**config.mk**
```make
export PLATFORM = sky130hd
export DESIGN_NAME = rr_burst_arbiter
export DESIGN_NICKNAME = d
export VERILOG_FILES = /design/src/rtl/rr_burst_arbiter.sv
export SDC_FILE = /design/constraint.sdc
export NUM_CORES = 1
export LEC_CHECK = 0
export ABC_AREA = 1
export CORE_MARGIN = 4
export CORE_UTILIZATION = 25
export DETAILED_ROUTE_END_ITERATION = 12
export PLACE_DENSITY_LB_ADDON = 0.1
export SYNTH_ARGS = -nofsm -noshare
export SYNTH_HDL_FRONTEND = slang
export SYNTH_SLANG_ARGS = --single-unit
```
**constraint.sdc**
```tcl
create_clock -name clock -period 2.41 [get_ports clock]
set_input_delay 0.482 -clock clock [delete_from_list [all_inputs] [get_ports clock]]
set_output_delay 0.482 -clock clock [all_outputs]
set_load 0.05 [all_outputs]
```
**src/rtl/rr_burst_arbiter.sv**
```systemverilog
// Round-robin arbiter with burst hold.
// A granted client keeps the bus for up to MAX_BURST accepted beats. The grant
// also ends when the client flags last or drops its request. After a grant
// ends, the client just served gets the lowest priority in the next pick.
// Handshake: a beat is accepted on a rising edge where the granted client is
// requesting and stall is low. While stall is high, nothing moves: grant,
// burst_count and the rotation pointer all hold.
// busy is the GRANT state of the FSM, so it doubles as the state debug view.
module rr_burst_arbiter #(
  parameter int CLIENTS   = 4,
  parameter int MAX_BURST = 8,
  parameter int CNT_W     = $clog2(MAX_BURST + 1)
) (
  input  logic               clock,
  input  logic               reset,
  input  logic [CLIENTS-1:0] request,
  input  logic [CLIENTS-1:0] last,
  input  logic               stall,
  output logic [CLIENTS-1:0] grant,
  output logic               busy,
  output logic [CNT_W-1:0]   burst_count
);

  localparam int PTR_W = (CLIENTS > 1) ? $clog2(CLIENTS) : 1;

  typedef enum logic {
    IDLE  = 1'b0,
    GRANT = 1'b1
  } state_t;

  state_t             state, next_state;
  logic [PTR_W-1:0]   ptr, next_ptr;
  logic [CLIENTS-1:0] next_grant;
  logic [CNT_W-1:0]   next_count;

  logic [PTR_W-1:0]   g_idx;
  logic [PTR_W-1:0]   rot_ptr;
  logic [PTR_W-1:0]   arb_base;
  logic [CLIENTS-1:0] pick_grant;
  logic [PTR_W:0]     scan_sum;
  logic [PTR_W-1:0]   scan_idx;
  logic               found;

  logic req_g;
  logic last_g;
  logic at_limit;
  logic beat;
  logic burst_end;

  // Index of the currently granted client (grant is one-hot or zero)
  always_comb begin
    g_idx = '0;
    for (int i = 0; i < CLIENTS; i++) begin
      if (grant[i]) g_idx = PTR_W'(i);
    end
  end

  // Pointer value after the current burst ends, and the base used for arbitration
  always_comb begin
    rot_ptr  = (g_idx == PTR_W'(CLIENTS - 1)) ? '0 : g_idx + PTR_W'(1);
    arb_base = (state == GRANT) ? rot_ptr : ptr;
  end

  // Rotating priority search starting at arb_base
  always_comb begin
    pick_grant = '0;
    found      = 1'b0;
    scan_sum   = '0;
    scan_idx   = '0;
    for (int k = 0; k < CLIENTS; k++) begin
      scan_sum = {1'b0, arb_base} + (PTR_W + 1)'(k);
      if (scan_sum >= (PTR_W + 1)'(CLIENTS)) scan_sum = scan_sum - (PTR_W + 1)'(CLIENTS);
      scan_idx = scan_sum[PTR_W-1:0];
      if (!found && request[scan_idx]) begin
        pick_grant[scan_idx] = 1'b1;
        found                = 1'b1;
      end
    end
  end

  // Beat acceptance and end-of-burst detection for the granted client
  always_comb begin
    req_g     = |(grant & request);
    last_g    = |(grant & last);
    at_limit  = (burst_count == CNT_W'(MAX_BURST - 1));
    beat      = req_g && !stall;
    burst_end = (beat && (last_g || at_limit)) || (busy && !req_g && !stall);
  end

  // Next-state, next-grant, counter and pointer update
  always_comb begin
    next_state = state;
    next_grant = grant;
    next_count = burst_count;
    next_ptr   = ptr;
    case (state)
      IDLE: begin
        next_grant = '0;
        next_count = '0;
        if (!stall && |request) begin
          next_state = GRANT;
          next_grant = pick_grant;
        end
      end
      GRANT: begin
        if (stall) begin
          next_state = GRANT;
        end else if (burst_end) begin
          next_ptr   = rot_ptr;
          next_count = '0;
          if (|request) begin
            next_state = GRANT;
            next_grant = pick_grant;
          end else begin
            next_state = IDLE;
            next_grant = '0;
          end
        end else if (beat) begin
          next_count = burst_count + CNT_W'(1);
        end
      end
      default: begin
        next_state = IDLE;
        next_grant = '0;
        next_count = '0;
      end
    endcase
  end

  // State, grant, counter and pointer registers
  always_ff @(posedge clock or posedge reset) begin
    if (reset) begin
      state       <= IDLE;
      grant       <= '0;
      burst_count <= '0;
      ptr         <= '0;
    end else begin
      state       <= next_state;
      grant       <= next_grant;
      burst_count <= next_count;
      ptr         <= next_ptr;
    end
  end

  assign busy = (state == GRANT);

endmodule

```
==> out/qor.csv <==
metric;value;unit
status;finished clean;
routed_wl;2.64;mm
antenna_left;0;
syn_inst;158;
met2_usage;17.0;%
crit_arrival;1.53;ns
finalSetupTns;0;ns
path_cells;clkdlybuf4s50_1;
yosysTopAreaCell;dfrtp_1;
multi_input_area;737;sq um
cp_top_family;buffers and inverters;
critPathMaxStageDelay;0.84;ns
crit_path_end_kind;output pin;
insertion_delay;0.24;ns
cpMaxStageDelayCell;clkdlybuf4s50_1;
path_buf_inv;1;
vias;1086;
setup-violations-final;0;
crit_type;flip-flop to output pin;
die_y;74.2;microns
synth-seq-cells;11;
gr-usage-met1;15.5;%
cts_buffers;3;
io_pins;20;
clock.fmax;498;MHz
row_count;23;
clk_pin_slew_worst_paths;0.05;ns
fin_crit_sh;83.3;%
ir_worst_vdd;0.000593;V
grtUsageMet3;1.76;%
timing.slew.headroom;63.4;%
power;1.82;mW
slew_violations;0;
synth_mux_area_share;0;%
clock_skew;0.00394;ns
rsz0062_at_grt;no;
grt_pass1_wl;4.77;mm
grt_max_degree;12;
synthAdderAreaFrac;10.3;%
worst_pin_slew;0.544;ns
post_cts.repair.setup_buffers;0;
synth-xor-area-share;0.800;%
diodes;0;
drt-pass1-iter-count;4;
seq_area_frac_synth;25.1;%
synth-main-ff-cell;dfrtp_1;
htreeDepth;1;
total_leakage_power;0.703;nW
die_area;5500;sq um
synth-edff-count;0;
grt_busiest_layer;met2;
hold_viol_final;0;
powerDensity;1300;nW/um^2
synth_area_per_cell;6.93;sq um
syn2layout_area_growth;27.5;%
grt_overflow;0;
ctsResizeCount;0;
post-route-min-period;2.01;ns
start_kind;flip-flop;
synthSimpleGateAreaFrac;50.2;%
clock_sinks;11;
cp_max_fo;6;
synth_area;1090;sq um
synth_compound_area_share;6.06;%
viasPerCell;4.68;
r2r_slack;0.42;ns
cts_tree;done;
antenna_found_initial;0;
drive_above_1_share;13.2;%
max_cap_viol_count;0;
gr-usage-all-layers;11.3;%
num-fill-cells;443;
syn_nets;178;
grt_pass1_vias;1048;
start_util;26.6;%
core;4120;sq um
synth_top_area_share;25.1;%
nets;203;
synth_top_cells_by_area;dfrtp_1 25%, nand2_1 17%, nand3_1 15%, ha_1 10%, inv_1 5.8%;
cp.required;1.93;ns
dp_hpwl;2.28;mm
ff_latch_area;275;sq um
wire_per_inst;11.4;microns
io_buffers;19;
route.detailed.drc;0;
yosysWarningCount;0;
drt_iter0_drc;25;
clockRootBuffer;clkbuf_8;
cts_hold_buf;0;
globalplace.congestion;0.874;
clockBufferDepth;2;
min_path_type;flip-flop to flip-flop;
ys_types;24;
die_w;74.2;microns
async_flop_share;100;%
synth_top_family_by_area;simple AND/OR/NAND/NOR gates;
[layer usage]
| layer | up-vias | part of all wire, % |
|---|---|---|
| met5 | - | 0 |
| met4 | 0 | 1.7 |
| met3 | 4 | 5.7 |
| met2 | 31 | 43 |
| met1 | 488 | 49 |
| li1 | 563 | - |
[logic make-up after synthesis]
logic type,Yosys count
AOI/OAI and AO/OA,12
and+or+nand+nor,105
buffers and inverters,20
xor gates and xnor gates,1
adders and majority gates,9
DFF,11
[final timing paths]
kind,cells after the start,end,from
min in group asynchronous,2,burst_count[3]$_DFFE_PP0P_,reset
worst max-delay path,1,grant[1],grant[1]$_DFFE_PP0P_
max in group asynchronous,2,busy$_DFF_PP0_,reset
worst min-delay path,2,ptr[1]$_DFFE_PP0P_,ptr[1]$_DFFE_PP0P_
worst min register to register,2,ptr[1]$_DFFE_PP0P_,ptr[1]$_DFFE_PP0P_
worst max register to register,13,grant[0]$_DFFE_PP0P_,busy$_DFF_PP0_
[state kept, by name (all words and copies together), names as in the netlist]
| register | count |
|---|---|
| burst_count | 4 |
| busy | 1 |
| grant | 4 |
| ptr | 2 |
[Yosys cell counts, types with 2 or more instances]
cell type and instances:
nand3_2 4, dfrtp_1 11, o21ai_0 6, nor2_1 5, inv_2 2, ha_1 9, nand2_2 5, nand3_1 33
inv_1 17, nand2_4 2, a21oi_1 3, nand2_1 49
[layout by cell type (no fill, tap or decap), types with 2 or more instances in the layout]
| cell | netlist | layout |
|---|---|---|
| nand3_2 | 4 | 4 |
| ha_1 | 9 | 9 |
| nand2_1 | 49 | 49 |
| nand2_2 | 5 | 5 |
| inv_1 | 17 | 17 |
| nor2_1 | 5 | 5 |
| clkbuf_8 | 0 | 3 |
| nand3_1 | 33 | 33 |
| buf_4 | 0 | 2 |
| dfrtp_1 | 11 | 11 |
| o21ai_0 | 6 | 6 |
| a21oi_1 | 3 | 3 |
| nand2_4 | 2 | 2 |
| clkdlybuf4s50_1 | 0 | 19 |
| inv_2 | 2 | 2 |
[layout make-up]
class / instances / share of cell area [%]
multi-input combinational: 127 / 52.8
sequential: 11 / 19.7
timing repair buffer: 21 / 14.7
inverter: 19 / 5.11
tap: 50 / 4.48
clock buffer: 4 / 3.23
[stage by stage]
step	worst slack, ns	cells	hold slack (ns)	area, sq um	util (%)
4_1_cts	0.392	232	0.499	1400	33.9
5_1_grt	0.231	232	0.520	1400	33.9
2_1_floorplan	0.253	158	0.334	1090	-
3_3_place_gp	0.302	228	0.479	1350	32.8
3_5_place_dp	0.258	228	0.487	1350	32.8
6_report	0.402	232	0.494	1400	33.9
[where the power goes]
part / internal [mW] / switching, mW
logic: 0.439 / 0.885
registers: 0.243 / 0.0670
clock network: 0.116 / 0.0680
[tightest hold or removal path: stages, from the launching register on]
cell and delay, ns:
dfrtp_1 0.34, nand2_1 0.05, o21ai_0 0.06
Note: power is estimated with default switching activity, not from simulation.
